<file path="src/rtl/debounce_timer_if.sv">
// Handshake bundle between the debounce FSM and the settle timer.
//   master (debounce FSM side): drives timerstart, tc_load, tc_value;
//                               observes timerOF, busy, count.
//   slave  (timer side)       : the reverse directions.
interface debounce_timer_if #(
  parameter int CNT_W = 20
) ();
  logic             timerstart;  // run request, held high while waiting to settle
  logic             tc_load;     // one-cycle strobe to capture tc_value
  logic [CNT_W-1:0] tc_value;    // new terminal count, unsigned
  logic             timerOF;     // one-cycle expiry pulse
  logic             busy;        // timer is in RUN or EXPIRED
  logic [CNT_W-1:0] count;       // current tick count, 0 outside RUN

  modport master (
    output timerstart, tc_load, tc_value,
    input  timerOF, busy, count
  );

  modport slave (
    input  timerstart, tc_load, tc_value,
    output timerOF, busy, count
  );
endinterface

</file>
<file path="src/rtl/debounce_timer.sv">
// Settle timer for a switch debouncer. While timerstart is held high the
// timer counts tc_reg ticks (one tick every PRESCALE clocks) and then emits
// a single-cycle timerOF pulse. Dropping timerstart aborts the run at once.
// A new terminal count may be loaded at any time; loads arriving mid-run are
// parked and applied on the next IDLE cycle so the current run is unaffected.
//
// Ports:
//   clk    : system clock, rising-edge
//   rst    : synchronous, active-high reset
//   tmr_if : debounce_timer_if.slave (timerstart, tc_load, tc_value in;
//            timerOF, busy, count out -- all outputs registered)
module debounce_timer #(
  parameter int CNT_W      = 20,
  parameter int DEFAULT_TC = 1000000,
  parameter int PRESCALE   = 1
) (
  input  logic                 clk,
  input  logic                 rst,
  debounce_timer_if.slave      tmr_if
);

  localparam int PS_W = (PRESCALE > 1) ? $clog2(PRESCALE) : 1;

  typedef enum logic [1:0] {
    IDLE    = 2'd0,
    RUN     = 2'd1,
    EXPIRED = 2'd2
  } state_t;

  state_t           state_q;
  logic [CNT_W-1:0] count_q;
  logic [PS_W-1:0]  pre_q;
  logic [CNT_W-1:0] tc_q;
  logic [CNT_W-1:0] pend_q;
  logic             pend_vld_q;
  logic             timerof_q;
  logic             busy_q;

  logic             tick;
  logic             terminal;
  logic [CNT_W-1:0] tc_value_d;

  // A terminal count of zero would never expire; treat it as one tick.
  function automatic logic [CNT_W-1:0] sat_tc(input logic [CNT_W-1:0] v);
    return (v == '0) ? CNT_W'(1) : v;
  endfunction

  assign tc_value_d = sat_tc(tmr_if.tc_value);
  assign tick       = (pre_q == PS_W'(PRESCALE - 1));
  // >= rather than == keeps the counter from ever running past tc_reg-1.
  assign terminal   = (count_q >= (tc_q - CNT_W'(1)));

  always_ff @(posedge clk) begin
    if (rst) begin
      state_q    <= IDLE;
      count_q    <= '0;
      pre_q      <= '0;
      tc_q       <= CNT_W'(DEFAULT_TC);
      pend_vld_q <= 1'b0;
      timerof_q  <= 1'b0;
      busy_q     <= 1'b0;
    end else begin
      timerof_q <= 1'b0;
      case (state_q)
        IDLE: begin
          count_q <= '0;
          pre_q   <= '0;
          // A direct load in this cycle is newer than any parked value.
          if (tmr_if.tc_load) begin
            tc_q       <= tc_value_d;
            pend_vld_q <= 1'b0;
          end else if (pend_vld_q) begin
            tc_q       <= pend_q;
            pend_vld_q <= 1'b0;
          end
          if (tmr_if.timerstart) begin
            state_q <= RUN;
            busy_q  <= 1'b1;
          end else begin
            busy_q  <= 1'b0;
          end
        end

        RUN: begin
          if (tmr_if.tc_load) begin
            pend_q     <= tc_value_d;
            pend_vld_q <= 1'b1;
          end
          // Abort wins over a simultaneous terminal tick.
          if (!tmr_if.timerstart) begin
            state_q <= IDLE;
            count_q <= '0;
            pre_q   <= '0;
            busy_q  <= 1'b0;
          end else if (tick) begin
            pre_q <= '0;
            if (terminal) begin
              state_q   <= EXPIRED;
              count_q   <= '0;
              timerof_q <= 1'b1;
              busy_q    <= 1'b1;
            end else begin
              count_q <= count_q + CNT_W'(1);
            end
          end else begin
            pre_q <= pre_q + PS_W'(1);
          end
        end

        EXPIRED: begin
          if (tmr_if.tc_load) begin
            pend_q     <= tc_value_d;
            pend_vld_q <= 1'b1;
          end
          state_q <= IDLE;
          count_q <= '0;
          pre_q   <= '0;
          busy_q  <= 1'b0;
        end

        default: begin
          state_q <= IDLE;
          count_q <= '0;
          pre_q   <= '0;
          busy_q  <= 1'b0;
        end
      endcase
    end
  end

  assign tmr_if.timerOF = timerof_q;
  assign tmr_if.busy    = busy_q;
  assign tmr_if.count   = count_q;

endmodule

</file>
<file path="src/flat_wrapper.sv">
// flat-port wrapper written by rule: the top's interface ports become plain ports
module debounce_timer_flat 
#(
  parameter int CNT_W      = 20,
  parameter int DEFAULT_TC = 1000000,
  parameter int PRESCALE   = 1
)
  (clk, rst, tmr_if_timerstart, tmr_if_tc_load, tmr_if_tc_value, tmr_if_timerOF, tmr_if_busy, tmr_if_count);
  debounce_timer_if #(.CNT_W(CNT_W)) tmr_if_i ();
  input  logic clk;
  input  logic rst;
  input wire logic [$bits(tmr_if_i.timerstart)-1:0] tmr_if_timerstart;
  input wire logic [$bits(tmr_if_i.tc_load)-1:0] tmr_if_tc_load;
  input wire logic [$bits(tmr_if_i.tc_value)-1:0] tmr_if_tc_value;
  output wire logic [$bits(tmr_if_i.timerOF)-1:0] tmr_if_timerOF;
  output wire logic [$bits(tmr_if_i.busy)-1:0] tmr_if_busy;
  output wire logic [$bits(tmr_if_i.count)-1:0] tmr_if_count;
  assign tmr_if_i.timerstart = tmr_if_timerstart;
  assign tmr_if_i.tc_load = tmr_if_tc_load;
  assign tmr_if_i.tc_value = tmr_if_tc_value;
  assign tmr_if_timerOF = tmr_if_i.timerOF;
  assign tmr_if_busy = tmr_if_i.busy;
  assign tmr_if_count = tmr_if_i.count;
  debounce_timer #(.CNT_W(CNT_W), .DEFAULT_TC(DEFAULT_TC), .PRESCALE(PRESCALE)) u_core (.clk(clk), .rst(rst), .tmr_if(tmr_if_i));
endmodule
</file>
<file path="config.mk">
export PLATFORM = sky130hd
export DESIGN_NAME = debounce_timer_flat
export DESIGN_NICKNAME = d
export VERILOG_FILES = /design/src/rtl/debounce_timer_if.sv /design/src/rtl/debounce_timer.sv /design/src/flat_wrapper.sv
export SDC_FILE = /design/constraint.sdc
export NUM_CORES = 1
export LEC_CHECK = 0
export CAP_MARGIN = 10
export CORE_ASPECT_RATIO = 0.9
export CORE_MARGIN = 2
export CORE_UTILIZATION = 40
export CTS_CLUSTER_DIAMETER = 80
export DETAILED_ROUTE_END_ITERATION = 10
export SLEW_MARGIN = 20
export SYNTH_ARGS = -nofsm -noshare
export SYNTH_HDL_FRONTEND = slang
export SYNTH_SLANG_ARGS = --single-unit
</file>
<file path="constraint.sdc">
create_clock -name clk -period 3.5 [get_ports clk]
set_input_delay 0.7 -clock clk [delete_from_list [all_inputs] [get_ports clk]]
set_output_delay 0.7 -clock clk [all_outputs]
set_load 0.05 [all_outputs]
</file>
==> summary.txt, run 1 <==
Worst path depth -> 13
Via density -> 4.983
Vias -> 2641
Final ANT Viol Nets -> 0
Mapped Cells -> 366
Hold-fix buffers, CTS -> 0
Hold Vio Cnt, Final -> 0
Layout Cells excl Fill -> 530
Clock latency on the worst-skew pair -> 0.34 ns
Worst Reg-to-Reg Cells -> 13
Vias in the first global route -> 2476
Syn Nets -> 414
Global-route usage over all layers -> 0.1498
CTS tree -> yes
Maxcap violations -> 0
CP Data Arrival Time -> 3.50 ns
Final Routed Wirelength -> 6.962 mm
Min-delay worst type -> flip-flop to flip-flop
Routed length per instance -> 13.14 um
Synth warnings -> 0
CP Capture Type -> flip-flop
Area leader, netlist -> dfxtp_1
Number of diodes -> 0
Final Cell Area -> 4385 um2
CTS Buf Count -> 9
Layout Area Growth over Synthesis -> 21.87%
I/O pin count -> 46
Nets -> 454
CP Data Required Time -> 3.73 ns
Yosys reg bits -> 66
FF-to-FF Start -> u_core.tc_q[6]$_SDFFE_PP1P_
Share of the synthesized area in the top cell type -> 0.2559
Die Area -> 9772 um2
Status -> completed
Post-synthesis cell type count -> 46
Clock skew -> 0.01548 ns
IO Port Bufs -> 45
Worst path max stage delay -> 0.54 ns
Sequential fraction of the synthesis area -> 0.4228
Clk sinks -> 66
Top cells by area, synth -> dfxtp_1, edfxtp_1, ha_1, mux2i_1, xor2_1
Multi-input logic area -> 1938 um2
Die W -> 104.0 um
Worst-path clk slew -> 0.08 ns
Pleak -> 1.598 nW
R2R Path End -> u_core.tmr_if.count[12]$_SDFFE_PP0N_
Die Y -> 93.98 um
Clock buffer depth -> 2
Post-place instance area -> 4195 um2
Total power -> 1.707 mW
# rows -> 32
Fill count -> 843
CP startpoint kind -> flip-flop
Core area -> 8648 um2
Largest net degree at the start of global routing -> 28
Gr ovfl total -> 0
Fmax -> 306.5 MHz
Post-layout util -> 0.5071
# placed instances -> 513
Detail Placement HPWL -> 5.251 mm
Top delay family on crit path -> simple AND/OR/NAND/NOR gates
Fraction of layout cells with a size suffix above 1 -> 0.1265
Fin crit period -> 3.262 ns
Reg-to-reg setup timing slack -> 0.24 ns
First-pass GRT wire length -> 11.70 mm
H-tree Lvls -> 3
DR iter-0 viols -> 113
CP startpoint -> u_core.tc_q[6]$_SDFFE_PP1P_
Netlist Area Pre-Place -> 3598 um2
Critical path class -> flip-flop to flip-flop
Period utilization -> 0.9321
Final setup viols -> 0
Setup TNS -> 0 ns
Max FO, Critical Path -> 10
Pwr dens -> 389.3 nW/um2
Starting Density -> 0.4161
Slowest-stage cell, CP -> or4_4
DRT Pass-1 Iters -> 6
Remaining DRCs -> 0
Clock root buffer -> clkbuf_8
Mean Syn Cell Area -> 9.832 um2
Register area -> 1521 um2
Worst Path Buf+Inv -> 1
CP Cell Sequence -> or4_4 > or3_4 > nor4_4 > nand2_1 > xor2_1 > ha_1 > nand4_1 > nor3_1 > a221oi_2 > a31o_2 > nand2_4 > buf_12 > nor2_1
CP endpoint -> u_core.tmr_if.count[12]$_SDFFE_PP0N_
Slew Limit Fails -> 0
VDD IR max -> 0.2128 mV
Final Wtd Congestion -> 0.7488
Initial antenna violation count -> 0
==> cell families (layout without fill, tap and decap cells) <==
family,Yosys count,in the layout,share of synthesized area
DFF,66,66,0.4228
AOI/OAI and AO/OA,50,50,0.09527
xor gates and xnor gates,34,34,0.08276
buffers and inverters,37,82,0.04207
and+or+nand+nor,134,134,0.2170
muxes,20,20,0.05563
other,1,1,0.001042
adders and majority gates,24,24,0.08345
==> cells in the final DEF (no fill, tap or decap), types with 3 or more instances in the layout <==
cell and instances:
nand4b_1 3, a21oi_1 11, mux2i_1 20, clkdlybuf4s50_1 45, xnor2_1 15, a211o_1 7, nand4_1 8, ha_1 24
inv_1 7, nand3b_1 4, nor4_2 3, nor2_4 10, nor2_1 44, nor3_1 3, clkbuf_8 9, buf_4 12
nor4_1 7, nand2_1 20, o21ai_0 9, nand3_1 12, a211oi_1 12, and3_1 5, nor2b_1 3, edfxtp_1 20
xor2_1 19, dfxtp_1 46
==> synth_stat cells, drive strengths merged <==
| master | instances |
|---|---|
| a21oi | 11 |
| nor2 | 54 |
| or4 | 1 |
| a21o | 2 |
| xor2 | 19 |
| mux2i | 20 |
| or3 | 2 |
| nor2b | 3 |
| a221o | 1 |
| conb | 1 |
| a211o | 7 |
| o21ai | 10 |
| or2 | 1 |
| nand3b | 4 |
| o21a | 1 |
| nand4 | 8 |
| and4b | 1 |
| nor3 | 4 |
| clkbuf | 28 |
| buf | 2 |
| nor3b | 2 |
| nor4 | 11 |
| dfxtp | 46 |
| inv | 7 |
| and3 | 5 |
| and4 | 1 |
| a31oi | 2 |
| a211oi | 12 |
| ha | 24 |
| nand2b | 1 |
| edfxtp | 20 |
| a221oi | 1 |
| a2bb2oi | 1 |
| a31o | 2 |
| xnor2 | 15 |
| nand4b | 3 |
| nand3 | 12 |
| nand2 | 21 |
==> worst min-delay path: stages, from the launching register on <==
cell and delay [ns]:
dfxtp_1 0.32, inv_1 0.05, a31oi_1 0.06
==> sequential cells by signal (all words and copies together), names as in the netlist <==
signal	flops
u_core.tmr_if.timerOF	1
u_core.tc_q	20
u_core.tmr_if.count	20
u_core.tmr_if.busy	1
u_core.pend_vld_q	1
u_core.pre_q	1
u_core.pend_q	20
u_core.state_q	2
==> routing by layer <==
layer / vias to the layer above / track usage / part of all wire / wire length, um
met4: 0 / 0.04730 / 0.0085 / 59
met5: - / 0 / 0 / 0
met2: 59 / 0.2319 / 0.44 / 3053
li1: 1386 / - / - / -
met1: 1192 / 0.2048 / 0.51 / 3525
met3: 4 / 0.03953 / 0.046 / 323
==> power breakdown <==
part | switching, mW | total [mW] | internal, mW
logic | 0.145 | 0.279 | 0.134
clock network | 0.309 | 0.567 | 0.258
registers | 0.0364 | 0.861 | 0.824
==> metrics by stage <==
| stage | worst slack, ns | hold slack (ns) |
|---|---|---|
| floorplan | 0.1868 | 0.4570 |
| global placement | 0.1393 | 0.4563 |
| detailed placement | 0.1038 | 0.4540 |
| CTS | 0.08443 | 0.4670 |
| global route | -0.002203 | 0.4808 |
| finish | 0.2375 | 0.4622 |
==> worst min path at each step <==
stage / slack [ns] / to / from / cells past startpoint
floorplan: 0.46 / u_core.state_q[1]$_SDFFE_PP0P_ / u_core.state_q[1]$_SDFFE_PP0P_ / 2
global placement: 0.46 / u_core.tmr_if.busy$_SDFFE_PP0P_ / u_core.tmr_if.busy$_SDFFE_PP0P_ / 2
detailed placement: 0.45 / u_core.tmr_if.busy$_SDFFE_PP0P_ / u_core.tmr_if.busy$_SDFFE_PP0P_ / 2
CTS: 0.47 / u_core.tmr_if.busy$_SDFFE_PP0P_ / u_core.tmr_if.busy$_SDFFE_PP0P_ / 2
global route: 0.48 / u_core.tmr_if.busy$_SDFFE_PP0P_ / u_core.tmr_if.busy$_SDFFE_PP0P_ / 2
finish: 0.46 / u_core.tmr_if.busy$_SDFFE_PP0P_ / u_core.tmr_if.busy$_SDFFE_PP0P_ / 2
==> timing repair <==
item,CTS,global route
endpoints found under the hold margin,0,0
endpoints found under the setup margin,0,17
buffers inserted,0,1
gates resized for setup,0,2
==> area by class of cell <==
cell class / instances / share of cell area
Multi-Input combinational cell: 263 / 0.4419
Sequential cell: 66 / 0.3469
Timing Repair Buffer: 59 / 0.1324
Tap cell: 119 / 0.03395
Clock buffer: 10 / 0.02910
Clock inverter: 6 / 0.009700
Inverter: 7 / 0.005991
Power figures use the tool's default switching activity.
==> inputs of run 2 (changes only) <==
Settings changed: CORE_UTILIZATION 40 to 50, PLACE_DENSITY from default to 0.76.
==> run 2 against run 1 <==
Compared with the run above:
- combinational power shrank 4%
- sequential share of layout area grew 0.11 points
- critical path type unchanged
- sequential cell count unchanged
==> summary.txt, run 2 (same netlist as run 1, synthesis figures left out) <==
Setup TNS -> 0 ns (unchanged)
Gr ovfl total -> 0 (unchanged)
Worst path max stage delay -> 0.53 ns (about the same)
Final ANT Viol Nets -> 0 (unchanged)
CP Capture Type -> flip-flop
Layout Area Growth over Synthesis -> 21.70%
Critical path class -> flip-flop to flip-flop
Nets -> 451 (-0.66%)
Detail Placement HPWL -> 5.003 mm (-4.7%)
Final Routed Wirelength -> 6.713 mm (-3.6%)
CTS Buf Count -> 9 (unchanged)
Layout Cells excl Fill -> 501 (-5.5%)
Remaining DRCs -> 0 (unchanged)
Slowest-stage cell, CP -> or4_4
Pint -> 1.374 mW (+13%)
CP startpoint kind -> flip-flop
Final Wtd Congestion -> 0.8392 (+12%)
NetSw -> 491.8 uW (+0.31%)
Clock latency on the worst-skew pair -> 0.35 ns (about the same)
Clk sinks -> 66 (unchanged)
Vias in the first global route -> 2550 (+3.0%)
Global-route met2 utilization -> 0.2845 (+0.05259)
Initial antenna violation count -> 0 (unchanged)
Slew @ Worst Pin -> 0.7858 ns
Fmax -> 298.7 MHz (-2.6%)
CTS tree -> yes
Number of diodes -> 0 (unchanged)
Clock buffer depth -> 2 (unchanged)
Largest net degree at the start of global routing -> 28 (unchanged)
Final Cell Area -> 4379 um2 (-0.14%)
WHS -> 0.4662 ns (+0.003968 ns)
CP Data Required Time -> 3.77 ns (+0.04 ns)
Grt met3 use -> 0.04309 (+0.003560)
Min-delay worst type -> flip-flop to flip-flop
FF-to-FF Start -> u_core.tc_q[7]$_SDFFE_PP0P_
Max FO, Critical Path -> 5 (-5)
Core area -> 7003 um2 (-19%)
GRT met1 Usage -> 0.2563 (+0.05141)
Pre-CTS WS -> 0.02734 ns (-0.07648 ns)
I/O pin count -> 46 (unchanged)
Total power -> 1.866 mW (+9.3%)
First-pass GRT wire length -> 11.67 mm (-0.24%)
Die Area -> 7893 um2 (-19%)
Fin crit period -> 3.348 ns (+0.08583 ns)
Pleak -> 1.602 nW (+0.24%)
Clock root buffer -> clkbuf_8
Routed length per instance -> 13.40 um (+2.0%)
Normalized max-slew margin -> 0.4745
VDD IR max -> 0.2508 mV (+18%)
Via density -> 5.273 (+5.8%)
Final WS setup -> 0.1517 ns (-0.08583 ns)
H-tree Lvls -> 3 (unchanged)
Final setup viols -> 0 (unchanged)
Register area -> 1524 um2 (+0.16%)
Die Y -> 84.48 um (-10%)
Hold Vio Cnt, Final -> 0 (unchanged)
Sw frac -> 0.2636 (-0.02353)
Commonest non-fill, non-tap cell in the layout -> clkdlybuf4s50_1
Combinational power share -> 0.144 (-0.020)
CP Data Arrival Time -> 3.62 ns (+0.12 ns)
Period utilization -> 0.9567 (+0.02452)
R2R Path End -> u_core.state_q[0]$_SDFFE_PP0P_
# rows -> 29 (-9.4%)
Pwr dens -> 426.0 nW/um2 (+9.4%)
Global route hottest layer -> met2
Fill count -> 565 (-33%)
Flop pwr share -> 0.464 (-0.040)
Maxcap violations -> 0 (unchanged)
Slew Limit Fails -> 0 (unchanged)
Clock skew -> 0.008733 ns (-0.006751 ns)
Hold_sp -> u_core.tmr_if.busy$_SDFFE_PP0P_
DR iter-0 viols -> 107 (-5.3%)
# placed instances -> 484 (-5.7%)
Multi-input logic area -> 1952 um2 (+0.71%)
Vias -> 2642 (+0.038%)
Post-layout util -> 0.6253 (+0.1182)
Status -> completed
Die W -> 93.43 um (-10%)
Worst Reg-to-Reg Cells -> 13 (unchanged)
Starting Density -> 0.5138 (+0.09776)
Reg-to-reg setup timing slack -> 0.15 ns (-0.09 ns)
DRT Pass-1 Iters -> 4 (-2)
Clock power share -> 0.393 (+0.061)
Worst-path clk slew -> 0.07 ns (about the same)
IO Port Bufs -> 45 (unchanged)
Post-place instance area -> 4115 um2 (-1.9%)
Global-route usage over all layers -> 0.1856 (+0.03583)
CP startpoint -> u_core.tc_q[7]$_SDFFE_PP0P_
CP Cell Sequence -> or4_4 > or3_4 > nor4_4 > nand2_1 > xor2_1 > ha_1 > nand4_1 > buf_4 > nor3_2 > a221oi_2 > a31o_2 > a21o_1 > a31oi_1
Most frequent cells in the layout -> clkdlybuf4s50_1, nor2_1, dfxtp_1
Hold Path Depth -> 2 (unchanged)
WHS Endpoint -> u_core.tmr_if.busy$_SDFFE_PP0P_
Fraction of layout cells with a size suffix above 1 -> 0.1324 (+0.005832)
run 2: cell count changes in the layout (fill, tap and decap cells not counted), sizes merged:
cell and change:
buf -3, clkinv -1, inv -1, bufinv +2
run 2: area by class of cell:
type,instances,area share
multi-input combinational,263,0.4457
tap,93,0.02657
inverter,7,0.006000
clock inverter,6,0.02057
sequential,66,0.3480
clock buffer,10,0.03143
timing repair buffer,56,0.1217
run 2: critical path, delay by kind of cell (launching register included):
kind	cells	cell delay (ns)
buffers and inverters	1	0.19
DFF	1	0.35
AOI/OAI and AO/OA	4	0.78
adders and majority gates	1	0.29
and+or+nand+nor	6	1.52
xor gates and xnor gates	1	0.15
run 2: timing repair:
action,4_1_cts,5_1_grt
endpoints found under the setup margin,1,18
gates resized for setup,1,5
setup buffers,0,1
endpoints found under the hold margin,0,0
pin swaps,0,1
hold buffers,0,0
run 2: layer usage:
layer / vias up / wire length (um)
met1: 1207 / 3347
met2: 55 / 3031
met4: 0 / 76
li1: 1373 / -
met3: 7 / 257
met5: - / 0
run 2: power groups by stage:
stage / combinational, mW / clock [mW] / sequential, mW
2_1_floorplan: 0.186 / 0 / 0.877
3_3_place_gp: 0.257 / 0 / 0.878
3_5_place_dp: 0.264 / 0 / 0.881
4_1_cts: 0.267 / 0.742 / 0.863
5_1_grt: 0.303 / 0.778 / 0.870
6_report: 0.268 / 0.732 / 0.865
run 2: worst max path at each step:
stage / end / slack [ns] / cells after the start
CTS: u_core.state_q[0]$_SDFFE_PP0P_ / 0.06 / 12
floorplan: u_core.tmr_if.count[9]$_SDFFE_PP0N_ / 0.19 / 13
detailed placement: u_core.tmr_if.count[15]$_SDFFE_PP0N_ / 0.03 / 14
global route: u_core.state_q[0]$_SDFFE_PP0P_ / -0.001 / 12
finish: u_core.state_q[0]$_SDFFE_PP0P_ / 0.15 / 13
global placement: u_core.tmr_if.count[19]$_SDFFE_PP0N_ / 0.09 / 12
